`src/rtl/fpu_add_sub_pipe.sv`:
```
// Three-stage pipelined floating-point adder/subtractor (IEEE-style format,
// round to nearest even, denormal support, canonical quiet NaN).
module fpu_add_sub_pipe #(
   parameter int EXPW  = 5,
   parameter int FRACW = 10
) (
   input  logic                clock,
   input  logic                reset_l,
   input  logic                inValid,
   output logic                inReady,
   input  logic                sub,
   input  logic [EXPW+FRACW:0] opA,
   input  logic [EXPW+FRACW:0] opB,
   output logic                outValid,
   input  logic                outReady,
   output logic [EXPW+FRACW:0] result,
   output logic [2:0]          flags
);
   localparam int W   = 1 + EXPW + FRACW;
   localparam int MW  = FRACW + 5;          // carry, hidden, fraction, G, R, S
   localparam int SHW = $clog2(MW + 1);
   localparam logic [EXPW-1:0] EMAX = '1;
   localparam logic [W-1:0]    QNAN = {1'b0, EMAX, 1'b1, {(FRACW-1){1'b0}}};

   function automatic logic [EXPW-1:0] eff_exp(input logic [EXPW-1:0] e);
      return (e == '0) ? EXPW'(1) : e;
   endfunction

   function automatic logic [SHW-1:0] lead_zeros(input logic [MW-2:0] v);
      logic [SHW-1:0] n;
      logic           found;
      n     = '0;
      found = 1'b0;
      for (int i = MW - 2; i >= 0; i--) begin
         if (!found) begin
            if (v[i]) found = 1'b1;
            else      n = n + SHW'(1);
         end
      end
      return n;
   endfunction

   logic adv;
   logic vld_p1, vld_p2, vld_p3;

   assign adv      = outReady || !vld_p3;
   assign inReady  = adv;
   assign outValid = vld_p3;

   logic             sign_a, sign_b, a_big, nan_in, inf_a, inf_b, inv_in, lost;
   logic [EXPW-1:0]  exp_a, exp_b, big_exp, sml_exp, exp_diff;
   logic [FRACW-1:0] frac_a, frac_b;
   logic [FRACW:0]   big_man, sml_man;
   logic [MW-2:0]    sml_ext, sml_shift, sml_mask;
   logic [SHW-1:0]   shamt;
   logic [MW-1:0]    big_al, sml_al;
   logic             spec_n, big_sign;
   logic [W-1:0]     spec_res_n;
   logic [2:0]       spec_flg_n;

   // Stage 1: unpack, detect specials, sort by magnitude, align smaller operand
   always_comb begin
      sign_a    = opA[W-1];
      sign_b    = opB[W-1] ^ sub;
      exp_a     = opA[W-2:FRACW];
      exp_b     = opB[W-2:FRACW];
      frac_a    = opA[FRACW-1:0];
      frac_b    = opB[FRACW-1:0];
      a_big     = (opA[W-2:0] >= opB[W-2:0]);
      big_sign  = a_big ? sign_a : sign_b;
      big_man   = a_big ? {exp_a != '0, frac_a} : {exp_b != '0, frac_b};
      sml_man   = a_big ? {exp_b != '0, frac_b} : {exp_a != '0, frac_a};
      big_exp   = eff_exp(a_big ? exp_a : exp_b);
      sml_exp   = eff_exp(a_big ? exp_b : exp_a);
      exp_diff  = big_exp - sml_exp;
      shamt     = (int'(exp_diff) > FRACW + 3) ? SHW'(FRACW + 3) : SHW'(exp_diff);
      sml_ext   = {sml_man, 3'b000};
      sml_shift = sml_ext >> shamt;
      sml_mask  = ((MW-1)'(1) << shamt) - (MW-1)'(1);
      lost      = |(sml_ext & sml_mask);
      big_al    = {1'b0, big_man, 3'b000};
      sml_al    = {1'b0, sml_shift[MW-2:1], sml_shift[0] | lost};
      nan_in    = (exp_a == EMAX && frac_a != '0) || (exp_b == EMAX && frac_b != '0);
      inf_a     = (exp_a == EMAX) && (frac_a == '0);
      inf_b     = (exp_b == EMAX) && (frac_b == '0);
      inv_in    = inf_a && inf_b && (sign_a != sign_b);
      spec_n    = nan_in || inf_a || inf_b;
      spec_res_n = QNAN;
      spec_flg_n = 3'b000;
      if (nan_in || inv_in) begin
         spec_res_n = QNAN;
         spec_flg_n = {inv_in && !nan_in, 2'b00};
      end else if (inf_a) begin
         spec_res_n = {sign_a, EMAX, {FRACW{1'b0}}};
      end else if (inf_b) begin
         spec_res_n = {sign_b, EMAX, {FRACW{1'b0}}};
      end
   end

   logic [MW-1:0]   big_p1, sml_p1;
   logic [EXPW-1:0] exp_p1;
   logic            sign_p1, eff_sub_p1, spec_p1;
   logic [W-1:0]    spec_res_p1;
   logic [2:0]      spec_flg_p1;

   // Stage 1 -> 2 datapath register
   always_ff @(posedge clock) begin
      if (adv) begin
         big_p1      <= big_al;
         sml_p1      <= sml_al;
         exp_p1      <= big_exp;
         sign_p1     <= big_sign;
         eff_sub_p1  <= sign_a ^ sign_b;
         spec_p1     <= spec_n;
         spec_res_p1 <= spec_res_n;
         spec_flg_p1 <= spec_flg_n;
      end
   end

   logic [MW-1:0]  sum_n;
   logic [SHW-1:0] lz_n;

   // Stage 2: mantissa add/subtract (big >= small, never negative) and LZC
   always_comb begin
      sum_n = eff_sub_p1 ? (big_p1 - sml_p1) : (big_p1 + sml_p1);
      lz_n  = lead_zeros(sum_n[MW-2:0]);
   end

   logic [MW-1:0]   sum_p2;
   logic [SHW-1:0]  lz_p2;
   logic [EXPW-1:0] exp_p2;
   logic            sign_p2, eff_sub_p2, spec_p2;
   logic [W-1:0]    spec_res_p2;
   logic [2:0]      spec_flg_p2;

   // Stage 2 -> 3 datapath register
   always_ff @(posedge clock) begin
      if (adv) begin
         sum_p2      <= sum_n;
         lz_p2       <= lz_n;
         exp_p2      <= exp_p1;
         sign_p2     <= sign_p1;
         eff_sub_p2  <= eff_sub_p1;
         spec_p2     <= spec_p1;
         spec_res_p2 <= spec_res_p1;
         spec_flg_p2 <= spec_flg_p1;
      end
   end

   logic [MW-2:0]    norm;
   logic [EXPW+1:0]  exp_n, exp_pk;
   logic [FRACW+1:0] rnd;
   logic [FRACW-1:0] frac_pk;
   logic             rnd_up, inexact;
   int unsigned      lz_i, lim_i, sh_i;
   logic [W-1:0]     res_n;
   logic [2:0]       flg_n;

   // Stage 3: normalise (left shift clamped at exponent 1), round to nearest even, pack
   always_comb begin
      exp_n = {2'b00, exp_p2};
      lz_i  = 32'(lz_p2);
      lim_i = 32'(exp_p2) - 32'd1;
      sh_i  = (lz_i > lim_i) ? lim_i : lz_i;
      if (sum_p2[MW-1]) begin
         norm  = {sum_p2[MW-1:2], sum_p2[1] | sum_p2[0]};
         exp_n = exp_n + (EXPW+2)'(1);
      end else begin
         norm  = sum_p2[MW-2:0] << sh_i;
         exp_n = exp_n - (EXPW+2)'(sh_i);
      end
      rnd_up  = norm[2] & (norm[3] | norm[1] | norm[0]);
      inexact = |norm[2:0];
      rnd     = {1'b0, norm[MW-2:3]} + (FRACW+2)'(rnd_up);
      if (!norm[MW-2]) begin
         exp_pk  = (EXPW+2)'(rnd[FRACW]);
         frac_pk = rnd[FRACW-1:0];
      end else if (rnd[FRACW+1]) begin
         exp_pk  = exp_n + (EXPW+2)'(1);
         frac_pk = rnd[FRACW:1];
      end else begin
         exp_pk  = exp_n;
         frac_pk = rnd[FRACW-1:0];
      end
      res_n = {sign_p2, exp_pk[EXPW-1:0], frac_pk};
      flg_n = {2'b00, inexact};
      if (spec_p2) begin
         res_n = spec_res_p2;
         flg_n = spec_flg_p2;
      end else if (sum_p2 == '0) begin
         res_n = {sign_p2 & ~eff_sub_p2, {(W-1){1'b0}}};
         flg_n = 3'b000;
      end else if (exp_pk >= {2'b00, EMAX}) begin
         res_n = {sign_p2, EMAX, {FRACW{1'b0}}};
         flg_n = 3'b011;
      end
   end

   // Valid chain and output register; all stages advance together or hold
   always_ff @(posedge clock or negedge reset_l) begin
      if (!reset_l) begin
         vld_p1 <= 1'b0;
         vld_p2 <= 1'b0;
         vld_p3 <= 1'b0;
         result <= '0;
         flags  <= '0;
      end else if (adv) begin
         vld_p1 <= inValid;
         vld_p2 <= vld_p1;
         vld_p3 <= vld_p2;
         result <= res_n;
         flags  <= flg_n;
      end
   end
endmodule

```
`config.mk`:
```
export PLATFORM = sky130hd
export DESIGN_NAME = fpu_add_sub_pipe
export DESIGN_NICKNAME = d
export VERILOG_FILES = /design/src/rtl/fpu_add_sub_pipe.sv
export SDC_FILE = /design/constraint.sdc
export NUM_CORES = 1
export LEC_CHECK = 0
export ABC_AREA = 1
export CAP_MARGIN = 0
export CORE_UTILIZATION = 45
export DETAILED_ROUTE_END_ITERATION = 10
export PLACE_DENSITY = 0.68
export SLEW_MARGIN = 20
export SYNTH_ARGS = -nofsm -noshare
export SYNTH_HDL_FRONTEND = slang
export SYNTH_SLANG_ARGS = --single-unit
```
`constraint.sdc`:
```
create_clock -name clock -period 8 [get_ports clock]
set_input_delay 0.8 -clock clock [delete_from_list [all_inputs] [get_ports clock]]
set_output_delay 0.8 -clock clock [all_outputs]
set_load 0.02 [all_outputs]
```
# Word-level counts from Yosys, hierarchy flattened
# Cells that the tools add are included.
[totals]
ff_bits = 120
output_inout_bits = 21
elab_cells = 167
[classes]
addsub = 22
n_lt_le_gt_ge = 4
eq_ne = 3
shift = 3
muxes = 76
bitwise_logic = 10
n_reduce_logical = 26
[op_table]
columns = ["cell", "count"]
rows = [
  ["$mux W4", 27],
  ["$mux W16", 4],
  ["$add A4 B1 Y4 const B", 13],
  ["$gt A4 B32 Y1", 1],
  ["$mux W32", 1],
  ["$shl A14 B32 Y14", 1],
  ["$mux W15", 2],
  ["$mux W1", 27],
  ["$mux W11", 2],
  ["$mux W7", 3],
  ["$logic_not A10 Y1", 2],
  ["$mux W10", 2],
  ["$mux W5", 4],
  ["$reduce_bool A10 Y1", 2],
  ["$add A14 B14 Y15", 1],
  ["$ge A15 B15 Y1", 1],
  ["$logic_not A15 Y1", 1],
  ["$sub A14 B14 Y15", 1],
  ["$and A14 B14 Y14", 1],
  ["$mux W14", 1],
  ["$reduce_or A14 Y1", 1],
  ["$shl A1 B4 Y14 const A", 1],
  ["$shr A14 B4 Y14", 1],
  ["$sub A14 B2 Y14 const B", 1],
  ["23 further kinds", 43],
]

# Depth between registers and ports, before layout
# Gate-level depths: netlist (run 1).
[depth]
ltp_word = 42
mapped_depth = 53

# Least setup slack after synthesis (run 1)
# Ideal clock, no wire load.
[synth_path]
path_type = "register to register"
startpoint = "register big_p1[3]"
endpoint = "register lz_p2[1] (data pin)"
setup_time_ns = 0.253
t_arrival_ns = 5.754
required_ns = 7.747
setup_slack_ns = 1.993
stages_incl_launch_ff = 49
n_path_buf = 0
path_cell_list = "edfxtp_1 > ha_1 > inv_1 > fa_1 > inv_1 > nand3_1 > nand2_1 > nand2_1 > nand2_1 > nand2_1 > nand2_1 > nand2_1 > nand2_1 > nand2_1 > nand2_2 > inv_1 > ha_1 > inv_1 > [13 not listed] > and2_1 > ha_1 > nand2_1 > nand2_1 > nand2_1 > nand3_1 > nand2_1 > inv_2 > ha_1 > nand2_1 > nand2_1 > ha_1 > or2_2 > nand2_1 > inv_1 > ha_1 > nand2_1 > nand2_1"
[synth_between]
elab_chain_len = 42
elab_cells_between_ends = 66
cone_classes = "add/sub: 15; mux: 51"
[synth_lines]
columns = ["item", "line_no", "rtl"]
rows = [
  ["from (decl)", "100", "logic [MW-1:0] big_p1, sml_p1;"],
  ["from (signal assigned)", "109", "big_p1 <= big_al;"],
  ["$add A14 B14 Y15 or $sub A14 B14 Y15 (tied branches)", "125", "sum_n = eff_sub_p1 ? (big_p1 - sml_p1) : (big_p1 + sml_p1);"],
  ["$mux W15 (*)", "125", ""],
  ["$mux W1", "36", "if (v[i]) found = 1'b1;"],
  ["$add A4 B1 Y4", "37", "else n = n + SHW'(1);"],
  ["$mux W4", "36", ""],
  ["$mux W4", "35", "if (!found) begin"],
  ["$add A4 B1 Y4", "37", ""],
  ["$mux W4", "36", ""],
  ["[27 not listed]", "n/a", ""],
  ["$mux W4", "35", ""],
  ["$add A4 B1 Y4", "37", ""],
  ["$mux W4", "36", ""],
  ["$mux W4", "35", ""],
  ["$add A4 B1 Y4", "37", ""],
  ["$mux W4", "36", ""],
  ["$mux W4 (*)", "35", ""],
  ["net lz_n[1]", "121", "logic [SHW-1:0] lz_n;"],
  ["to (signal assigned)", "140", "lz_p2 <= lz_n;"],
  ["to (decl)", "130", "logic [SHW-1:0] lz_p2;"],
]
# Mark *: on every way through the listed nets, which the timed path passes. The rest lies on a longest branch.
# A chain may end at the register's enable or synchronous reset.

# Worst setup path in the final report (run 1)
# Same ends and word-level chain as after synthesis.

==> results of run 1 <==
[logic make-up (layout without fill, tap and decap cells)]
kind of cell	count (synthesis)	count (layout)	synth area share
compound gates	187	187	0.1226
xor+xnor	25	25	0.02536
fa+ha+maj	68	68	0.1012
buf+inv	228	277	0.1041
flops	88	88	0.2933
mux	3	3	0.003623
simple gates	683	683	0.3499
[per-stage QoR]
stage | power [mW] | cell area [um2] | setup slack, ps | cells | hold slack (ps)
3_3_place_gp | 3.301 | 9395 | 1549 | 1549 | 401.5
5_1_grt | 4.164 | 9694 | 888.0 | 1565 | 423.1
4_1_cts | 3.773 | 9694 | 1411 | 1565 | 421.2
2_1_floorplan | 2.747 | 8633 | 1993 | 1282 | 400.3
6_report | 3.770 | 9694 | 1389 | 1565 | 418.6
3_5_place_dp | 3.335 | 9395 | 1428 | 1549 | 408.1
[registers in the layout, indices dropped and copies added, names as in the netlist]
name	count
sign_p1	1
result	16
vld_p1	1
spec_flg_p2	1
sum_p2	15
outValid	1
eff_sub_p1	1
spec_p1	1
exp_p2	5
spec_res_p2	2
vld_p2	1
exp_p1	5
spec_flg_p1	1
flags	3
eff_sub_p2	1
spec_p2	1
big_p1	11
lz_p2	4
sign_p2	1
spec_res_p1	2
sml_p1	14
[cell usage in the layout (no fill, tap or decap), types with 18 or more instances in the layout]
master           netlist  final
ha_1                  65     65
edfxtp_1              66     66
xor2_1                19     19
nor3_1                18     18
nand3_1              110    109
clkdlybuf4s50_1        0     57
a21oi_1               42     42
inv_1                185    184
o21ai_0               93     93
dfrtp_1               22     22
nand2_1              383    383
nor2_1                96     96
[report_power, final]
part	internal (mW)	switching, mW	total, mW
registers	0.711	0.127	0.838
logic	0.846	1.67	2.51
clock network	0.240	0.180	0.419
total	1.80	1.97	3.77
[worst paths after layout]
| path | startpoint | to | slack (ps) | depth (start not counted) |
|---|---|---|---|---|
| setup / recovery | big_p1[3] | lz_p2[1] | 1390 | 48 |
| hold / removal | spec_res_p1[9] | spec_res_p2[9] | 420 | 0 |
| setup reg to reg | big_p1[3] | lz_p2[1] | 1390 | 48 |
| hold reg to reg | spec_res_p1[9] | spec_res_p2[9] | 420 | 0 |
| max in group asynchronous | reset_l | result[13] | 6440 | 1 |
| min in group asynchronous | reset_l | flags[1] | 980 | 1 |
[metal layers]
metal  track usage  part of all wire  vias to the layer above
met2        0.3887              0.49                      162
li1              -                 -                     4276
met5             0                 0                        -
met1        0.2663              0.44                     3703
met3       0.03214             0.038                       32
met4       0.08352             0.028                        0
[layout make-up]
cell class	count	area, um2	share of cell area
multi-input cells	966	5207	0.5372
flip-flops and latches	88	2532	0.2612
inverters	197	739.5	0.07628
repair buffers	64	623.1	0.06427
well taps	234	292.8	0.03020
clock buffers	11	264.0	0.02723
clock inverters	5	35.03	0.003614
==> out/metrics.cfg, run 1 <==
[clock_network]
cts_buffers=9
cts_htree_levels=3
cts_setup_buffers=0
clock-sinks=88
clockBufferDepth=2
ctsResizeCount=0
path_clk_slew_ps=70
hold_buffers=0
clkLatencyLatePin_ps=340
cts_tree=yes
cts_root_buf=clkbuf_16

[logic_synthesis]
synth_cells=1282
synthesis.area_um2=8633
synth_most_common_cell=nand2_1
synthFlopType=edfxtp_1
synth_top_cell_area_share=0.2296
ys_warn_count=0
yosysSeqAreaShare=0.2933
syn_area_per_cell_um2=6.734
synthArstFlopShare=0.2500
synth_edf_count=66
synth_nets=1387
ys_types=52
synthTopCellsByArea=edfxtp_1 (23%), nand2_1 (17%), ha_1 (9.4%)
yosys.area.top_type=edfxtp_1
synth_commonest_cells=nand2_1 (383), inv_1 (185), nand3_1 (110)
ys_seq_elements=88

[finish]
drive_above_1_share=0.06236
insertedDiodeCount=0
nFillCells=1837
final_nets=1431
final_util=0.5165
area_growth_pct=12.29

[sta]
skew_ps=7.969
fin_crit_sh=0.8264
relSlewSlack=0.3619
rsz0062_at_grt=no
period_minus_slack_ps=6611
report.final.slew_viol_count=0
hold_violations=0
fmax_ghz=0.1513
fin_tns_setup_ps=0
tightest_slew_ps=954.2
finalSetupViolations=0

[drt]
wirelength_um=20950
detail_route.wl_per_cell_um=13.39
via_count=8173
drt-initial-drc-count=440
drc=0
first_pass_iters=5
final_antenna_net_count=0
avgViaCountPerCell=5.222

[job]
max_cap_violations=0

[worst_setup_path]
cp.arrival_ps=6710
cpLargestDelayFamily=adder cells
path_buf_inv=9
crit_path_max_incr_delay_ps=380
critPathCaptureType=flop
critPathSlowestCell=edfxtp_1
worst_path_most_repeated_cell=nand2_1
required_ps=8100
crit_path_start_kind=flop
cp_max_fo=5
criticalPathCategory=reg -> reg

[die]
io_pins=58
die_h_um=140.5
core_um2=18770
die_area_um2=19740
initial_core_util=0.4600
rows=50
dieWidth_um=140.5

[global_routing]
grt_pass1_vias=7552
grt_start_max_net_pins=79
grt_antenna_before_repair=0
gr-total-overflow=0
grt_pass1_wl_um=34950
track_usage=0.2185

[placed_design]
port_buffers=57
dp_hpwl_um=16700
gp_congestion=0.9575

[hold_path]
hold_path.class=reg -> reg

[pwr]
power.density_nw_per_um2=388.9
ir_worst_vdd_uv=166.7
p_leak_nw=4.748

[status]
status=finished, final reports clean

Note: power is estimated with default switching activity, not from simulation.
==> run 2, diff against run 1 <==
==> constraint.sdc (replaced) <==
create_clock -name clock -period 6.7 [get_ports clock]
set_input_delay 0.67 -clock clock [delete_from_list [all_inputs] [get_ports clock]]
set_output_delay 0.67 -clock clock [all_outputs]
set_load 0.02 [all_outputs]
==> run 2 against run 1 <==
Highest routed layer unchanged. Count of clock-buffer cells in the layout down 1. Clock skew up 3.6 ps. Cell count up 0.70%. Sequential share of layout area down 0.24 points. Largest cell class unchanged. Largest power group unchanged. Clock power up 14%. Maximum frequency up 6.2%. Critical path type unchanged. Power up 20%. Critical path depth up 1. Core utilization up 0.49 points. Die area unchanged.
==> out/metrics.cfg, run 2 (same netlist as run 1, synthesis figures left out) <==
[finish]
final_common_cell=nand2_1
drive_above_1_share=0.08203  ; +0.01967
final_util=0.5214  ; +0.004867
largest_registers=result (16), sum_p2 (15), sml_p1 (14)
area_growth_pct=13.35
seqCellArea_um2=2532  ; unchanged
multiInputGateArea_um2=5255  ; +0.91%
top_register=result
fin_area_um2=9786  ; +0.94%
nFillCells=1890  ; +2.9%
mostFrequentLayoutCells=nand2_1 (381), inv_1 (183), nand3_1 (106)
largest_reg_flops=16  ; unchanged
final_nets=1441  ; +0.70%

[clock_network]
clkLatencyLatePin_ps=350  ; about the same
cts_root_buf=clkbuf_16
clockBufferDepth=2  ; unchanged
cts_buffers=9  ; unchanged
path_clk_slew_ps=70  ; about the same
cts_tree=yes
cts_htree_levels=3  ; unchanged
clock-sinks=88  ; unchanged

[worst_setup_path]
crit_path_end=lz_p2[1]
required_ps=6810  ; -1290 ps
path_buf_inv=9  ; unchanged
critPathSlowestCell=edfxtp_1
r2r_slack_ps=470  ; -920 ps
r2r_cells=49  ; +2.1%
critPathCaptureType=flop
timing.rr.start=sml_p1[3]
worst_path_most_repeated_cell=nand2_1
criticalPathCategory=reg -> reg
r2r-end=lz_p2[1]
cpLargestDelayFamily=simple AND/OR/NAND/NOR gates
cp-startpoint=sml_p1[3]
path_depth=49  ; +2.1%
crit_path_max_incr_delay_ps=360  ; -20 ps
cp_max_fo=4  ; -1
crit_path_start_kind=flop
cp.arrival_ps=6340  ; -370 ps

[placed_design]
dp_hpwl_um=16620  ; -0.50%
gp_congestion=0.9561  ; -0.15%
port_buffers=57  ; unchanged
placed_area_um2=9425  ; +0.32%

[sta]
report.final.slew_viol_count=0  ; unchanged
fmax_ghz=0.1606  ; +6.2%
skew_ps=11.53  ; +3.557 ps
finalSetupViolations=0  ; unchanged
period_minus_slack_ps=6226  ; -384.9 ps
fin_tns_setup_ps=0  ; unchanged
fin_crit_sh=0.9293  ; +0.1029
tightest_slew_ps=939.7  ; -14.50 ps
hold_violations=0  ; unchanged
holdWs_ps=275.3  ; -143.3 ps
relSlewSlack=0.3736  ; +0.01166

[global_routing]
grt_antenna_before_repair=1  ; +1
gr-total-overflow=0  ; unchanged
grt_pass1_vias=7453  ; -1.3%
grt_pass1_wl_um=34520  ; -1.2%
grt_start_max_net_pins=78  ; -1.3%
track_usage=0.2178  ; -0.0007369

[pwr]
ir_worst_vdd_uv=170.6  ; +2.3%
p_total_mw=4.535  ; +20%
power.density_nw_per_um2=463.4  ; +19%
p_leak_nw=4.778  ; +0.62%

[status]
status=finished, final reports clean

[job]
max_cap_violations=0  ; unchanged

[drt]
first_pass_iters=5  ; unchanged
final_antenna_net_count=0  ; unchanged
drc=0  ; unchanged
via_count=8235  ; +0.76%
wirelength_um=21000  ; +0.22%
avgViaCountPerCell=5.225  ; about the same
drt-initial-drc-count=520  ; +18%
detail_route.wl_per_cell_um=13.32  ; -0.48%

[die]
die_h_um=140.5  ; unchanged
initial_core_util=0.4600  ; unchanged
die_area_um2=19740  ; unchanged
dieWidth_um=140.5  ; unchanged
core_um2=18770  ; unchanged
io_pins=58  ; unchanged
rows=50  ; unchanged

[hold_path]
hold_path.class=in -> async

-- run 2: cell types whose count changed in the layout (fill, tap and decap cells not counted), moves of 3 or more --
cell | before | now
buf_4 | 7 | 17
ha_1 | 65 | 58
ha_2 | 0 | 7
nand3_1 | 109 | 106
nand3_2 | 5 | 8
-- run 2: worst min-delay path by stage --
stage	depth (start not counted)	endpoint	from
after floorplan	0	flags[0]	reset_l
after global placement	0	spec_flg_p2[2]	spec_flg_p1[2]
after detailed placement	0	spec_res_p2[9]	spec_res_p1[9]
after CTS	0	spec_res_p2[9]	spec_res_p1[9]
after global routing	1	result[2]	reset_l
final	1	result[5]	reset_l
-- run 2: where the power goes --
part	switching, mW	leakage [nW]	total [mW]	internal (mW)
Combinational	2.01	3.69	3.07	1.06
Clock	0.222	0.137	0.476	0.254
Sequential	0.144	0.946	0.993	0.849
-- run 2: per-layer routing --
metal | vias up | part of all wire | routed length [um] | track usage
li1 | 4308 | - | - | -
met1 | 3699 | 0.46 | 9569 | 0.2714
met2 | 180 | 0.47 | 9912 | 0.3671
met3 | 48 | 0.035 | 744 | 0.03419
met4 | 0 | 0.037 | 771 | 0.1076
met5 | - | 0 | 0 | 0
-- run 2: per-stage QoR --
step                cells  setup slack (ps)
finish               1576             474.0
global route         1575            -31.17
CTS                  1569             160.7
detailed placement   1553             175.5
global placement     1553             314.2
floorplan            1282             692.5
-- run 2: final cells by class --
cell class / instances / share of cell area
clock buffer: 10 / 0.02340
sequential: 88 / 0.2588
antenna: 1 / 0.0002557
timing repair buffer: 74 / 0.07083
multi-input combinational: 966 / 0.5370
inverter: 197 / 0.07557
clock inverter: 6 / 0.004219
tap: 234 / 0.02992
-- run 2: timing repair --
action | CTS | global route
buffers inserted | 0 | 6
resized for setup | 0 | 16
setup endpoints to repair | 0 | 3
hold buffers | 0 | 0
==> run 3, diff against run 2 <==
--- a/config.mk
+++ b/config.mk
@@ -9,7 +9,8 @@
 export CAP_MARGIN = 0
 export CORE_UTILIZATION = 45
 export DETAILED_ROUTE_END_ITERATION = 10
-export PLACE_DENSITY = 0.68
+export DONT_BUFFER_PORTS = 1
+export PLACE_DENSITY = 0.64
 export SLEW_MARGIN = 20
 export SYNTH_ARGS = -nofsm -noshare
 export SYNTH_HDL_FRONTEND = slang
==> run 3 against run 2 <==
Cell count fell by 3.7%. Core utilization is 2.2 points lower. Sequential cell count is the same. Clock skew down 2.9 ps. Maximum frequency decreased by 0.20%. Worst hold slack better by 140 ps. Power up 0.49%. Via count decreased by 2.4%. Global-route usage increased by 0.29 points. Die area is the same. Critical endpoint unchanged. Sequential share of layout area rose by 1.1 points.
==> out/metrics.cfg, run 3 (same netlist as run 1, synthesis figures left out) <==
[global_routing]
grt_pass1_vias=7382  ; -0.95%
grt_antenna_before_repair=0  ; -1
grt_pass1_wl_um=35090  ; +1.6%
grtUsageMet1=0.2869  ; +0.01556
met3_usage=0.03111  ; -0.003077
gr-total-overflow=0  ; unchanged
track_usage=0.2207  ; +0.002891
grt_start_max_net_pins=65  ; -17%
gr-usage-met2=0.3716  ; +0.004474
busiest_layer=met2

[placed_design]
dp_hpwl_um=16540  ; -0.48%
dp.cells=1495  ; -3.7%
gp_congestion=0.9182  ; -4.0%
port_buffers=0  ; -100%
post-place-ws_ps=181.3  ; +5.817 ps
placed_area_um2=8847  ; -6.1%

[pwr]
seqPwrFrac=0.235  ; +0.016
swShare=0.5233  ; -0.0008020
p_leak_nw=4.579  ; -4.2%
power.density_nw_per_um2=486.1  ; +4.9%
p_int_mw=2.172  ; +0.66%
power.switching_mw=2.385  ; +0.33%
power_frac_comb=0.647  ; -0.029
p_clk_frac=0.118  ; +0.013
ir_worst_vdd_uv=158.6  ; -7.1%

[die]
core_um2=18770  ; unchanged
initial_core_util=0.4600  ; unchanged
die_h_um=140.5  ; unchanged
rows=50  ; unchanged
die_area_um2=19740  ; unchanged
io_pins=58  ; unchanged
dieWidth_um=140.5  ; unchanged

[drt]
first_pass_iters=5  ; unchanged
drt-initial-drc-count=447  ; -14%
via_count=8036  ; -2.4%
drc=0  ; unchanged
avgViaCountPerCell=5.297  ; +1.4%
wirelength_um=20980  ; -0.10%
detail_route.wl_per_cell_um=13.83  ; +3.8%
final_antenna_net_count=0  ; unchanged

[hold_path]
hold_path.class=reg -> reg

[clock_network]
clkLatencyLatePin_ps=350  ; about the same
path_clk_slew_ps=60  ; about the same
cts_tree=yes
clockBufferDepth=2  ; unchanged
cts_buffers=9  ; unchanged
clock-sinks=88  ; unchanged
cts_htree_levels=3  ; unchanged
cts_root_buf=clkbuf_16

[sta]
report.final.slew_viol_count=0  ; unchanged
period_minus_slack_ps=6239  ; +12.70 ps
holdWs_ps=411.4  ; +136.1 ps
fmax_ghz=0.1603  ; -0.20%
finalSetupViolations=0  ; unchanged
setup_ws_ps=461.3  ; -12.70 ps
fin_crit_sh=0.9312  ; +0.001895
skew_ps=8.618  ; -2.908 ps
fin_tns_setup_ps=0  ; unchanged
relSlewSlack=0.3527  ; -0.02084
tightest_slew_ps=967.7  ; +28.07 ps
hold_violations=0  ; unchanged

[finish]
largest_registers=result (16), sum_p2 (15), sml_p1 (14)
top_register=result
layout.cells.non_filler=1517  ; -3.7%
final_nets=1383  ; -4.0%
drive_above_1_share=0.09041  ; +0.008385
largest_reg_flops=16  ; unchanged
area_growth_pct=8.580
mostFrequentLayoutCells=nand2_1 (379), inv_1 (182), nand3_1 (103)
insertedDiodeCount=0  ; -1
fin_area_um2=9374  ; -4.2%
final_common_cell=nand2_1

[worst_setup_path]
cp.arrival_ps=6350  ; about the same
criticalPathCategory=reg -> reg
cp_max_fo=3  ; -1
critPathSlowestCell=edfxtp_1
required_ps=6810  ; about the same
worst_path_most_repeated_cell=nand2_1
crit_path_start_kind=flop
crit_path_max_incr_delay_ps=440  ; +80 ps
critPathCaptureType=flop
r2r_slack_ps=460  ; about the same

[status]
status=finished, final reports clean

[job]
max_cap_violations=0  ; unchanged

run 3: changes by cell type in the layout (fill, tap and decap cells not counted), sizes merged:
| cell | delta |
|---|---|
| clkdlybuf4s50 | -56 |
| buf | -3 |
| inv | -3 |
| bufinv | +2 |
| clkbuf | +1 |
| diode | -1 |
| dlygate4sd3 | +1 |
run 3: worst paths after layout:
kind	startpoint	endpoint	cells past startpoint
max	big_p1[4]	lz_p2[1]	48
max reg2reg	big_p1[4]	lz_p2[1]	48
min in group asynchronous	reset_l	result[7]	1
min reg2reg	exp_p1[4]	exp_p2[4]	0
min	exp_p1[4]	exp_p2[4]	0
max in group asynchronous	reset_l	result[10]	1
run 3: power groups by stage:
| stage | registers (mW) | logic, mW | clock network, mW |
|---|---|---|---|
| 2_1_floorplan | 1.01 | 2.27 | 0 |
| 3_3_place_gp | 1.08 | 2.75 | 0 |
| 3_5_place_dp | 1.08 | 2.79 | 0 |
| 4_1_cts | 1.07 | 2.81 | 0.545 |
| 5_1_grt | 1.10 | 3.38 | 0.565 |
| 6_report | 1.07 | 2.95 | 0.536 |
run 3: area by class of cell:
cell class / count / area (um2)
fillers: 1874 / 9394
inverters: 197 / 739.5
clock buffers: 11 / 232.7
multi-input cells: 966 / 5373
clock inverters: 5 / 81.33
repair buffers: 16 / 122.6
flip-flops and latches: 88 / 2532
well taps: 234 / 292.8
run 3: critical path, delay by kind of cell (launching register included):
family / cells / cell delay (ps)
simple gates: 29 / 2590
flops: 1 / 440
fa+ha+maj: 8 / 2200
compound gates: 2 / 220
buf+inv: 9 / 560
run 3: repair_timing:
item                                    4_1_cts  5_1_grt
buffers inserted                              0        5
hold endpoints to repair                     22        0
gates resized for setup                       0       35
hold buffers                                  1        0
endpoints found under the setup margin        0        3
run 3: stage by stage:
step | utilization | total power, mW
3_5_place_dp | 0.4714 | 3.871
6_report | 0.4995 | 4.557
3_3_place_gp | 0.4714 | 3.827
5_1_grt | 0.4995 | 5.048
4_1_cts | 0.4887 | 4.426
2_1_floorplan | - | 3.280
run 3: layer usage:
metal / wire length (um) / vias to the layer above
met5: 0 / -
li1: - / 4189
met1: 9615 / 3626
met4: 495 / 0
met3: 879 / 31
met2: 9986 / 190
